## config.mk

```make
export PLATFORM = sky130hd
export DESIGN_NAME = fc_input_buffer
export DESIGN_NICKNAME = d
export VERILOG_FILES = /design/src/rtl/fc_input_buffer.sv
export SDC_FILE = /design/constraint.sdc
export NUM_CORES = 1
export LEC_CHECK = 0
export ABC_AREA = 0
export CAP_MARGIN = 20
export CORE_UTILIZATION = 30
export CTS_BUF_LIST = sky130_fd_sc_hd__clkbuf_16
export DETAILED_ROUTE_END_ITERATION = 8
export GPL_TIMING_DRIVEN = 0
export REMOVE_ABC_BUFFERS = 1
export SLEW_MARGIN = 20
export SYNTH_ARGS = -nofsm -noshare
export SYNTH_HDL_FRONTEND = slang
export SYNTH_SLANG_ARGS = --single-unit
```

## constraint.sdc

```tcl
create_clock -name clk -period 2.7 [get_ports clk]
set_clock_uncertainty 0.15 [all_clocks]
set_input_delay 0.675 -clock clk [delete_from_list [all_inputs] [get_ports clk]]
set_output_delay 0.675 -clock clk [all_outputs]
set_load 0.03 [all_outputs]
```

## src/rtl/fc_input_buffer.sv

```systemverilog
// Packs N_IN signed activations from a valid/ready stream into one frame for the FC stage,
// strobes fc_enable, and holds the frame until fc_done or a watchdog abort.
module fc_input_buffer #(
    parameter int N_IN    = 9,
    parameter int DATA_W  = 8,
    parameter int TIMEOUT = 64,
    parameter int CNT_W   = 16
) (
    input  logic                     clk,
    input  logic                     rst,
    input  logic                     in_valid,
    output logic                     in_ready,
    input  logic signed [DATA_W-1:0] in_data,
    input  logic                     in_last,
    output logic                     fc_enable,
    output logic [N_IN*DATA_W-1:0]   fc_input_flat,
    input  logic                     fc_done,
    output logic                     busy,
    output logic [CNT_W-1:0]         frame_cnt,
    output logic                     err_len,
    output logic                     err_timeout
);
    localparam int IDX_W = (N_IN > 1) ? $clog2(N_IN) : 1;
    localparam int WD_W  = $clog2(TIMEOUT);

    localparam logic [1:0] S_FILL  = 2'd0;
    localparam logic [1:0] S_ISSUE = 2'd1;
    localparam logic [1:0] S_WAIT  = 2'd2;

    logic [1:0]                   r_state;
    logic [IDX_W-1:0]             r_idx;
    logic [WD_W-1:0]              r_wdog;
    logic [N_IN-1:0][DATA_W-1:0]  r_buf;
    logic [CNT_W-1:0]             r_frame_cnt;
    logic                         r_err_len;
    logic                         r_err_timeout;

    logic w_xfer;
    logic w_idx_last;
    logic w_wd_exp;

    assign in_ready      = (r_state == S_FILL) && rst;
    assign w_xfer        = in_valid && in_ready;
    assign w_idx_last    = (r_idx == IDX_W'(N_IN - 1));
    assign w_wd_exp      = (r_wdog == WD_W'(TIMEOUT - 1));

    assign fc_enable     = (r_state == S_ISSUE);
    assign busy          = (r_state != S_FILL);
    assign fc_input_flat = r_buf;
    assign frame_cnt     = r_frame_cnt;
    assign err_len       = r_err_len;
    assign err_timeout   = r_err_timeout;

    always_ff @(posedge clk) begin
        if (!rst) begin
            r_state       <= S_FILL;
            r_idx         <= '0;
            r_wdog        <= '0;
            r_buf         <= '0;
            r_frame_cnt   <= '0;
            r_err_len     <= 1'b0;
            r_err_timeout <= 1'b0;
        end else begin
            r_err_len     <= 1'b0;
            r_err_timeout <= 1'b0;
            case (r_state)
                S_FILL: begin
                    if (w_xfer) begin
                        r_buf[r_idx] <= in_data;
                        if (w_idx_last) begin
                            // Over-long input: close this frame, the rest starts the next one.
                            r_state   <= S_ISSUE;
                            r_idx     <= '0;
                            r_err_len <= !in_last;
                        end else if (in_last) begin
                            for (int i = 0; i < N_IN; i++) begin
                                if (IDX_W'(i) > r_idx) r_buf[i] <= '0;
                            end
                            r_state   <= S_ISSUE;
                            r_idx     <= '0;
                            r_err_len <= 1'b1;
                        end else begin
                            r_idx <= r_idx + 1'b1;
                        end
                    end
                end
                S_ISSUE: begin
                    r_wdog  <= '0;
                    r_state <= S_WAIT;
                end
                S_WAIT: begin
                    // fc_done takes priority over an expiring watchdog.
                    if (fc_done) begin
                        r_frame_cnt <= r_frame_cnt + 1'b1;
                        r_buf       <= '0;
                        r_idx       <= '0;
                        r_state     <= S_FILL;
                    end else if (w_wd_exp) begin
                        r_err_timeout <= 1'b1;
                        r_buf         <= '0;
                        r_idx         <= '0;
                        r_state       <= S_FILL;
                    end else begin
                        r_wdog <= r_wdog + 1'b1;
                    end
                end
                default: r_state <= S_FILL;
            endcase
        end
    end
endmodule
```

==> impl_metrics.py <==
metrics = {
    "place": {
        "hpwl_um": 9710,
        "dpl_worst_slack_ns": -0.657,
        "gp_congestion": 0.788,
        "port_buffers": 105,
    },
    "final_layout": {
        "finish.utilization_pct": 39.9,
        "drive_gt1_share_pct": 5.12,
        "antenna_cells": 0,
        "area_delta_synth_final_pct": 30.2,
        "layout.nets": 667,
        "n_fill_cell": 1614,
    },
    "cts": {
        "clockBufferDepth": 2,
        "cts_root_buf": "clkbuf_16",
        "ctsHoldBuffers": 0,
        "clk_pin_slew_ns": 0.07,
        "cts_tree": "built",
        "worstSkewPairLatency_ns": 0.35,
        "numCtsBuffers": 9,
        "cts_sinks": 102,
        "h-tree-depth": 3,
    },
    "timing": {
        "worst_pin_slew_ns": 0.738,
        "setup_viol": 0,
        "period_needed_ns": 2.58,
        "setup_slack_ns": 0.119,
        "slew_violations": 0,
        "whs_ns": 0.330,
        "fin_tns_setup_ns": 0,
        "rsz0062_at_grt": "false",
        "max_slew_margin_pct": 50.7,
        "hold_viol_final": 0,
        "fin_crit_sh_pct": 95.6,
        "max_freq_mhz": 387,
    },
    "routing": {
        "wl_per_cell_um": 16.6,
        "via_per_inst": 5.33,
        "ant_nets": 0,
        "dr.pass1.iters": 5,
        "num_vias": 4591,
        "drc": 0,
        "drtIter0Drc": 269,
        "drt-total-wl_um": 14300,
    },
    "floorplan": {
        "fp-row-count": 46,
        "io_pins": 106,
        "dieArea_sq_um": 16700,
        "initial_core_util_pct": 30.7,
        "core_area_sq_um": 15900,
        "die_w_um": 129,
        "die_y_um": 129,
    },
    "worst_setup_path": {
        "max_stage_delay_ns": 0.40,
        "end_kind": "register",
        "worstSetupPathType": "input pin to register",
        "crit_slowest_cell": "a311o_2",
        "crit_fanout": 82,
        "worstPathRequired_ns": 2.79,
        "rrSetupSlack_ns": 0.28,
        "setup.worst_path.start_class": "input pin",
        "arrival_ns": 2.67,
        "crit_chain": "buf_6, buf_16, and3_1, nor2_4, buf_12, a311o_2, a32o_1",
    },
    "logic_synthesis": {
        "synth_edf_count": 0,
        "ys_seq_area_share_pct": 41.9,
        "synth_cell_types": 60,
        "dominantRegCellSynth": "dfxtp_1",
        "async_flop_share_pct": 0,
        "ys_ff_latch": 102,
        "syn_area_sq_um": 4870,
        "syn_inst": 568,
        "yosysWarningCount": 0,
        "avgSynthCellArea_sq_um": 8.58,
    },
    "grt": {
        "grt_max_degree": 83,
        "grt_pass1_wl_um": 22100,
        "grt.overflow.total": 0,
        "grt_usage_pct": 16.9,
        "antenna_found_initial": 0,
        "grt_pass1_vias": 4198,
    },
    "pwr": {
        "power_density_nw_per_um2": 548,
        "leakage_nw": 2.11,
        "vdd_ir_drop_max_uv": 310,
    },
    "run_status": {
        "status": "finished clean",
    },
    "flow_run": {
        "drv_cap": 0,
    },
    "hold_path": {
        "min_path_type": "register to register",
    },
}
==> path summary, 6_finish.rpt <==
path | from | end | cells past startpoint
min | frame_cnt[15] | frame_cnt[15] | 2
max reg2reg | r_state[0] | fc_input_flat[68] | 7
min reg2reg | frame_cnt[15] | frame_cnt[15] | 2
max | rst | fc_input_flat[68] | 7
==> layout make-up <==
| class | instances | area, sq um | area share (%) |
|---|---|---|---|
| multi-input combinational | 408 | 2610 | 41.2 |
| sequential | 102 | 2040 | 32.2 |
| tap | 216 | 270 | 4.26 |
| timing repair buffer | 108 | 1100 | 17.4 |
| clock inverter | 6 | 31.3 | 0.493 |
| inverter | 12 | 57.6 | 0.908 |
| clock buffer | 9 | 225 | 3.55 |
==> layout by cell type, fill, tap and decap left out, types with 10 or more instances in the layout <==
cell type        synthesis  routed
and4_1                  10      10
nor2_1                  28      27
o21ai_0                 49      48
ha_1                    13      11
nand4_1                 11      11
clkdlybuf4s50_1          0     102
a21oi_1                 47      47
dfxtp_1                102     102
a32oi_1                 23      23
inv_1                   11      12
a211oi_1                15      14
nand2_1                 70      70
nand3_1                 24      24
==> sequential cells by signal (all words and copies together), names as in the netlist <==
signal,cells
fc_input_flat,72
err_timeout,1
r_idx,4
r_wdog,6
err_len,1
r_state,2
frame_cnt,16
==> logic make-up after synthesis <==
| family | after synthesis | synth area share, % |
|---|---|---|
| compound gates | 178 | 24.0 |
| fa+ha+maj | 13 | 3.34 |
| flops | 102 | 41.9 |
| mux | 6 | 1.23 |
| simple gates | 199 | 22.2 |
| xor+xnor | 11 | 1.98 |
| buf+inv | 59 | 5.29 |
==> repair_timing <==
| item | 4_1_cts | 5_1_grt |
|---|---|---|
| cloned | 0 | 1 |
| setup buffers | 0 | 0 |
| gates resized for setup | 7 | 5 |
| pin swaps | 0 | 1 |
| hold endpoints to repair | 0 | 0 |
| endpoints found under the setup margin | 25 | 27 |
==> routing by layer <==
layer | part of all wire, % | global-route usage, % | vias up
li1 | - | - | 2261
met1 | 48 | 22.9 | 2172
met2 | 45 | 26.8 | 147
met3 | 5.3 | 4.29 | 11
met4 | 1.1 | 4.45 | 0
met5 | 0 | 0 | -
==> worst max-delay path: cells and delay by family <==
family / cells / cell delay (ns)
buf+inv: 3 / 0.77
simple gates: 2 / 0.50
compound gates: 2 / 0.68
==> report_power, final <==
group	internal (mW)	total [mW]	leakage (nW)	switching, mW
clock	0.609	1.16	0.125	0.555
combinational	0.236	0.746	1.16	0.510
sequential	1.54	1.57	0.822	0.0286
==> cells in the mapped netlist, types with 2 or more instances <==
| master | count | area [sq um] |
|---|---|---|
| clkbuf_1 | 27 | 101 |
| o211a_1 | 2 | 20.0 |
| o31ai_1 | 4 | 30.0 |
| and2_1 | 2 | 12.5 |
| and3_1 | 9 | 56.3 |
| ha_1 | 13 | 163 |
| buf_1 | 3 | 11.3 |
| mux2i_1 | 6 | 60.1 |
| and4_1 | 10 | 87.6 |
| inv_1 | 11 | 41.3 |
| nor4b_1 | 5 | 43.8 |
| buf_6 | 2 | 22.5 |
| a211oi_1 | 15 | 113 |
| buf_2 | 14 | 70.1 |
| nand2_1 | 70 | 263 |
| or4_1 | 2 | 15.0 |
| a32o_1 | 7 | 70.1 |
| xor2_1 | 5 | 43.8 |
| nor3_1 | 3 | 15.0 |
| nand2b_1 | 6 | 37.5 |
| o21ai_0 | 49 | 245 |
| a21oi_1 | 47 | 235 |
| nand4_1 | 11 | 68.8 |
| and4b_1 | 2 | 20.0 |
| nor3_2 | 2 | 20.0 |
| o22ai_1 | 2 | 12.5 |
| or3_1 | 4 | 25.0 |
| nor2_1 | 28 | 105 |
| a311oi_1 | 3 | 26.3 |
| nand3b_1 | 4 | 30.0 |
| xnor2_1 | 6 | 52.6 |
| nor3b_1 | 4 | 30.0 |
| nor2b_1 | 4 | 25.0 |
| a32oi_1 | 23 | 201 |
| a31oi_1 | 6 | 37.5 |
| o221ai_1 | 6 | 52.6 |
| dfxtp_1 | 102 | 2040 |
| nand3_1 | 24 | 120 |
| o211ai_1 | 4 | 30.0 |
==> through the flow <==
stage	std cells	instance area, sq um	power [mW]
2_1_floorplan	521	4660	2.03
3_5_place_dp	844	6030	2.33
6_report	861	6340	3.48
5_1_grt	861	6340	3.67
4_1_cts	859	6300	3.51
3_3_place_gp	842	5980	2.30
Power figures use the tool's default switching activity.
==> RTL edit 1 (same flow settings) <==
Change the parameter `N_IN` from 9 to 18.
--- a/src/rtl/fc_input_buffer.sv
+++ b/src/rtl/fc_input_buffer.sv
@@ -2,5 +2,5 @@
 // strobes fc_enable, and holds the frame until fc_done or a watchdog abort.
 module fc_input_buffer #(
-    parameter int N_IN    = 9,
+    parameter int N_IN    = 18,
     parameter int DATA_W  = 8,
     parameter int TIMEOUT = 64,
Ports: changed (resized fc_input_flat); port bits go from 106 to 178. The function was not compared with the original's and may differ.
==> RTL edit 1 against the original RTL <==
Synthesized area increased by 59%; cell area up 68%; clock power rose by 120%; critical endpoint is now fc_input_flat[74]$_SDFFE_PN0P_; via count rose by 61%; routed wire length increased by 81%; sequential cell count is 73 higher; highest routed layer unchanged; setup slack worse by 20 ps; critical path depth decreased by 1; final cell count increased by 55%; die area grew 58%; total power grew 79%.
==> RTL edit 1: results (changes against the original RTL) <==
Global routing
The largest net degree at the start of global routing is 63 (-24%). The global routing usage on met3 was 3.794% (-0.50 points). The met1 layer usage reported by global route is 26.06% (+3.2 points). The global-route wire length before repair is 39,070 um (+76%).

Critical path
The count of cells along the worst register-to-register path is 6 (-1). The slack of the worst reg-to-reg path is 100 ps (-180 ps).

Detailed routing
The via total after detailed routing was 7,388 (+61%). The detailed-route vias per instance is 5.526 (+3.6%). The met3 layer wire length in the routed design is 1462 um (+94%). The routed wire length on met2 is 12,190 um (+89%).

CTS
The number of levels in the clock H-tree is 4 (+1).

Synthesis
By count the netlist is led by 175 x dfxtp_1, 141 x nand2_1, 79 x a21oi_1, 53 x o31ai_1, 42 x o22ai_1. The sequential area share after synthesis came to 45.34% (+3.4 points). The multiplexer fraction of the synthesized cell area is 0% (-1.2 points).

The fraction of the mapped netlist area in compound gates was 28.79% (+4.8 points).

Run status
The flow ran to the end, and the final reports show no timing, DRC or antenna violations.

Finish
The number of nets in the finished design is 1,019 (+53%). The number of flip-flops under the largest register name came to 144 (+100%). The count of fill cells added during filler insertion is 2,439 (+51%). The fraction of layout instances using a drive strength above 1 is 9.235% (+4.1 points).

Power and ir drop
The static leakage is 3.407 nW (+62%). The worst ir drop on vdd is 0.3535 mV (+14%).

Timing
The remaining max-slew budget at the tightest pin was 35.91% (-15 points).

Place
The placer congestion estimate was 0.8652 (+9.8%). The number of I/O port buffers is 177 (+69%).

Hold path
The worst hold path terminates at fc_input_flat[54]$_SDFFE_PN0P_.
RTL edit 1: worst max-delay path: cells and delay by family, from the launching register on:
| kind | cells | cell delay [ps] |
|---|---|---|
| AND/OR/NAND/NOR | 2 | 680 |
| AO/OA/AOI/OAI | 2 | 650 |
| adder cells (fa/ha/maj) | 1 | 490 |
| buffers and inverters | 1 | 140 |
| flip-flops | 1 | 330 |
RTL edit 1: cell type report:
type	instances	area, um^2	share of cell area, %
Multi-Input combinational cell	594	4026	37.87
Tap cell	330	412.9	3.884
Timing Repair Buffer	193	2037	19.16
Clock inverter	14	163.9	1.542
Sequential cell	175	3508	33.00
Inverter	14	57.56	0.5414
Clock buffer	17	425.4	4.001
RTL edit 1: stage by stage:
stage          TNS (ps)  hold slack, ps  worst slack, ps  instance area, um^2
3_3_place_gp    -975610           291.9            -7337                 9589
4_1_cts               0           308.7            6.976                10450
2_1_floorplan   -139290           317.3            -1850                 7405
5_1_grt          -216.4           327.2           -38.32                10630
3_5_place_dp     -68260           299.5           -680.7                 9769
6_report              0           308.9            99.72                10630
RTL edit 1: cell families after synthesis:
group                      count (synthesis)
AOI/OAI and AO/OA                        300
and+or+nand+nor                          271
DFF                                      175
buffers and inverters                     87
xor gates and xnor gates                  11
adders and majority gates                 11
RTL edit 1: power groups by stage:
stage,registers (W),clock network [W],logic (W)
5_1_grt,0.00264,0.00270,0.00110
6_report,0.00264,0.00255,0.00103
3_3_place_gp,0.00269,0,0.000871
3_5_place_dp,0.00270,0,0.000927
4_1_cts,0.00264,0.00260,0.000964
2_1_floorplan,0.00272,0,0.000491
RTL edit 1: timing repair:
item,4_1_cts,5_1_grt
gates cloned,0,2
endpoints found under the setup margin,147,75
resized for setup,19,17
buffers inserted,3,5
pin swaps,4,6
==> RTL edit 2 (same flow settings) <==
Without the edit above. Reset style: asynchronous (`rst`), changed in one clocked block.
--- a/src/rtl/fc_input_buffer.sv
+++ b/src/rtl/fc_input_buffer.sv
@@ -52,5 +52,5 @@
     assign err_timeout   = r_err_timeout;
 
-    always_ff @(posedge clk) begin
+    always_ff @(posedge clk or negedge rst) begin
         if (!rst) begin
             r_state       <= S_FILL;
Check against the original RTL: differs if rst is asserted again (counterexample within 4 cycles, from zero or initial values and one cycle with rst low); with rst held inactive, the same outputs for 4 cycles.
==> RTL edit 2 against the original RTL <==
Critical endpoint is now fc_enable; utilization rose by 1.9 points; setup slack improved by 29 ps; routed wire length fell by 14%; sequential cell count did not move; die area fell by 5.5%; cell area fell by 2.7%; final cell count fell by 23%; critical path depth fell by 4; global-route usage fell by 0.76 points; critical path type is now register to primary output; non-clock buffer count rose by 1; first-iteration DRC count fell by 6.7%; highest routed layer unchanged; synthesized area fell by 5.6%.
Power is not compared: it rests on default switching activity, and its combinational part moved more than twofold at a synthesized area within 25%.
==> RTL edit 2: results (changes against the original RTL) <==
Run status
The flow ran to the end, and the final reports show no timing, DRC or antenna violations.

Critical path
The critical path endpoint is fc_enable. The standard cell with the maximum stage delay on the critical path is clkdlybuf4s50_1. The peak per-stage delay on the critical path is 670 ps (+270 ps). The slack of the worst reg-to-reg path was 210 ps (-70 ps). The endpoint identified for the worst register-to-register timing path is r_state[1]$_DFFE_PN0P_.

The largest fanout of any net on the critical path is 3 (-96%).

Synthesis
The number of distinct library cells after synthesis is 61 (+1.7%). The fraction of registers with async set/reset is 100.0% (+100 points). The parity-gate share of the synthesized area counting xor and xnor cells came to 3.048% (+1.1 points).

The commonest cells after synthesis are 102 x dfrtp_1, 48 x a22o_1, 31 x nand2_1, 16 x a32o_1, 14 x inv_1. The instance count of the mapped netlist was 379 (-33%). The multiplexer fraction of the synthesized cell area is 0.7077% (-0.53 points).

Finish
The number of nets in the finished design is 499 (-25%). The fraction of layout instances using a drive strength above 1 is 9.812% (+4.7 points). The final instance count without filler cells came to 663 (-23%).

Global routing
The global routing usage on met3 came to 5.480% (+1.2 points). The global-route wire length before repair is 20,040 um (-9.5%). The overall fraction of global-route tracks in use was 16.17% (-0.76 points). The largest net degree at the start of global routing is 55 (-34%).

The number of global-route vias before repair is 3,628 (-14%).

Place
The post-detailed-placement half-perimeter wirelength is 8407 um (-13%). The placer congestion estimate is 0.7995 (+1.4%). The cell area after placement is 0.005781 mm^2 (-4.2%).

The worst setup slack before clock tree synthesis is -662.5 ps (-5.461 ps).

Detailed routing
The met3 layer wire length in the routed design was 977 um (+30%). The routed wire length is 12,320 um (-14%).

Hold path
The tightest min-delay check is of the primary input to asynchronous set/reset pin type.

Timing
The worst hold margin is 46.12 ps (-283.7 ps). The final critical-path required period is 2551 ps (-29.41 ps). The pin slew with the least headroom to its limit is 622.5 ps (-115.5 ps).

CTS
The number of gates given a new drive strength after cts was 4 (-3).
-- RTL edit 2: cell types whose count changed in the layout (fill, tap and decap cells not counted), moves of 21 or more --
| cell | change |
|---|---|
| a22o_1 | +48 |
| dfxtp_1 | -102 |
| o21ai_0 | -39 |
| dfrtp_1 | +102 |
| nand2_1 | -39 |
| a32oi_1 | -23 |
| nor2_1 | -21 |
| a21oi_1 | -39 |
-- RTL edit 2: cell families (layout without fill, tap and decap cells) --
family	Yosys count	in the layout
AOI/OAI and AO/OA	121	121
xor gates and xnor gates	16	16
adders and majority gates	12	12
buffers and inverters	39	139
DFF	102	102
muxes	3	3
and+or+nand+nor	86	86
-- RTL edit 2: cell type report --
type	instances	area (um^2)
clock buffer	9	225.2
clock inverter	7	95.09
fill	1411	8584
inverter	14	52.55
multi-input combinational	238	1884
sequential	102	2552
tap	184	230.2
timing repair buffer	109	1130
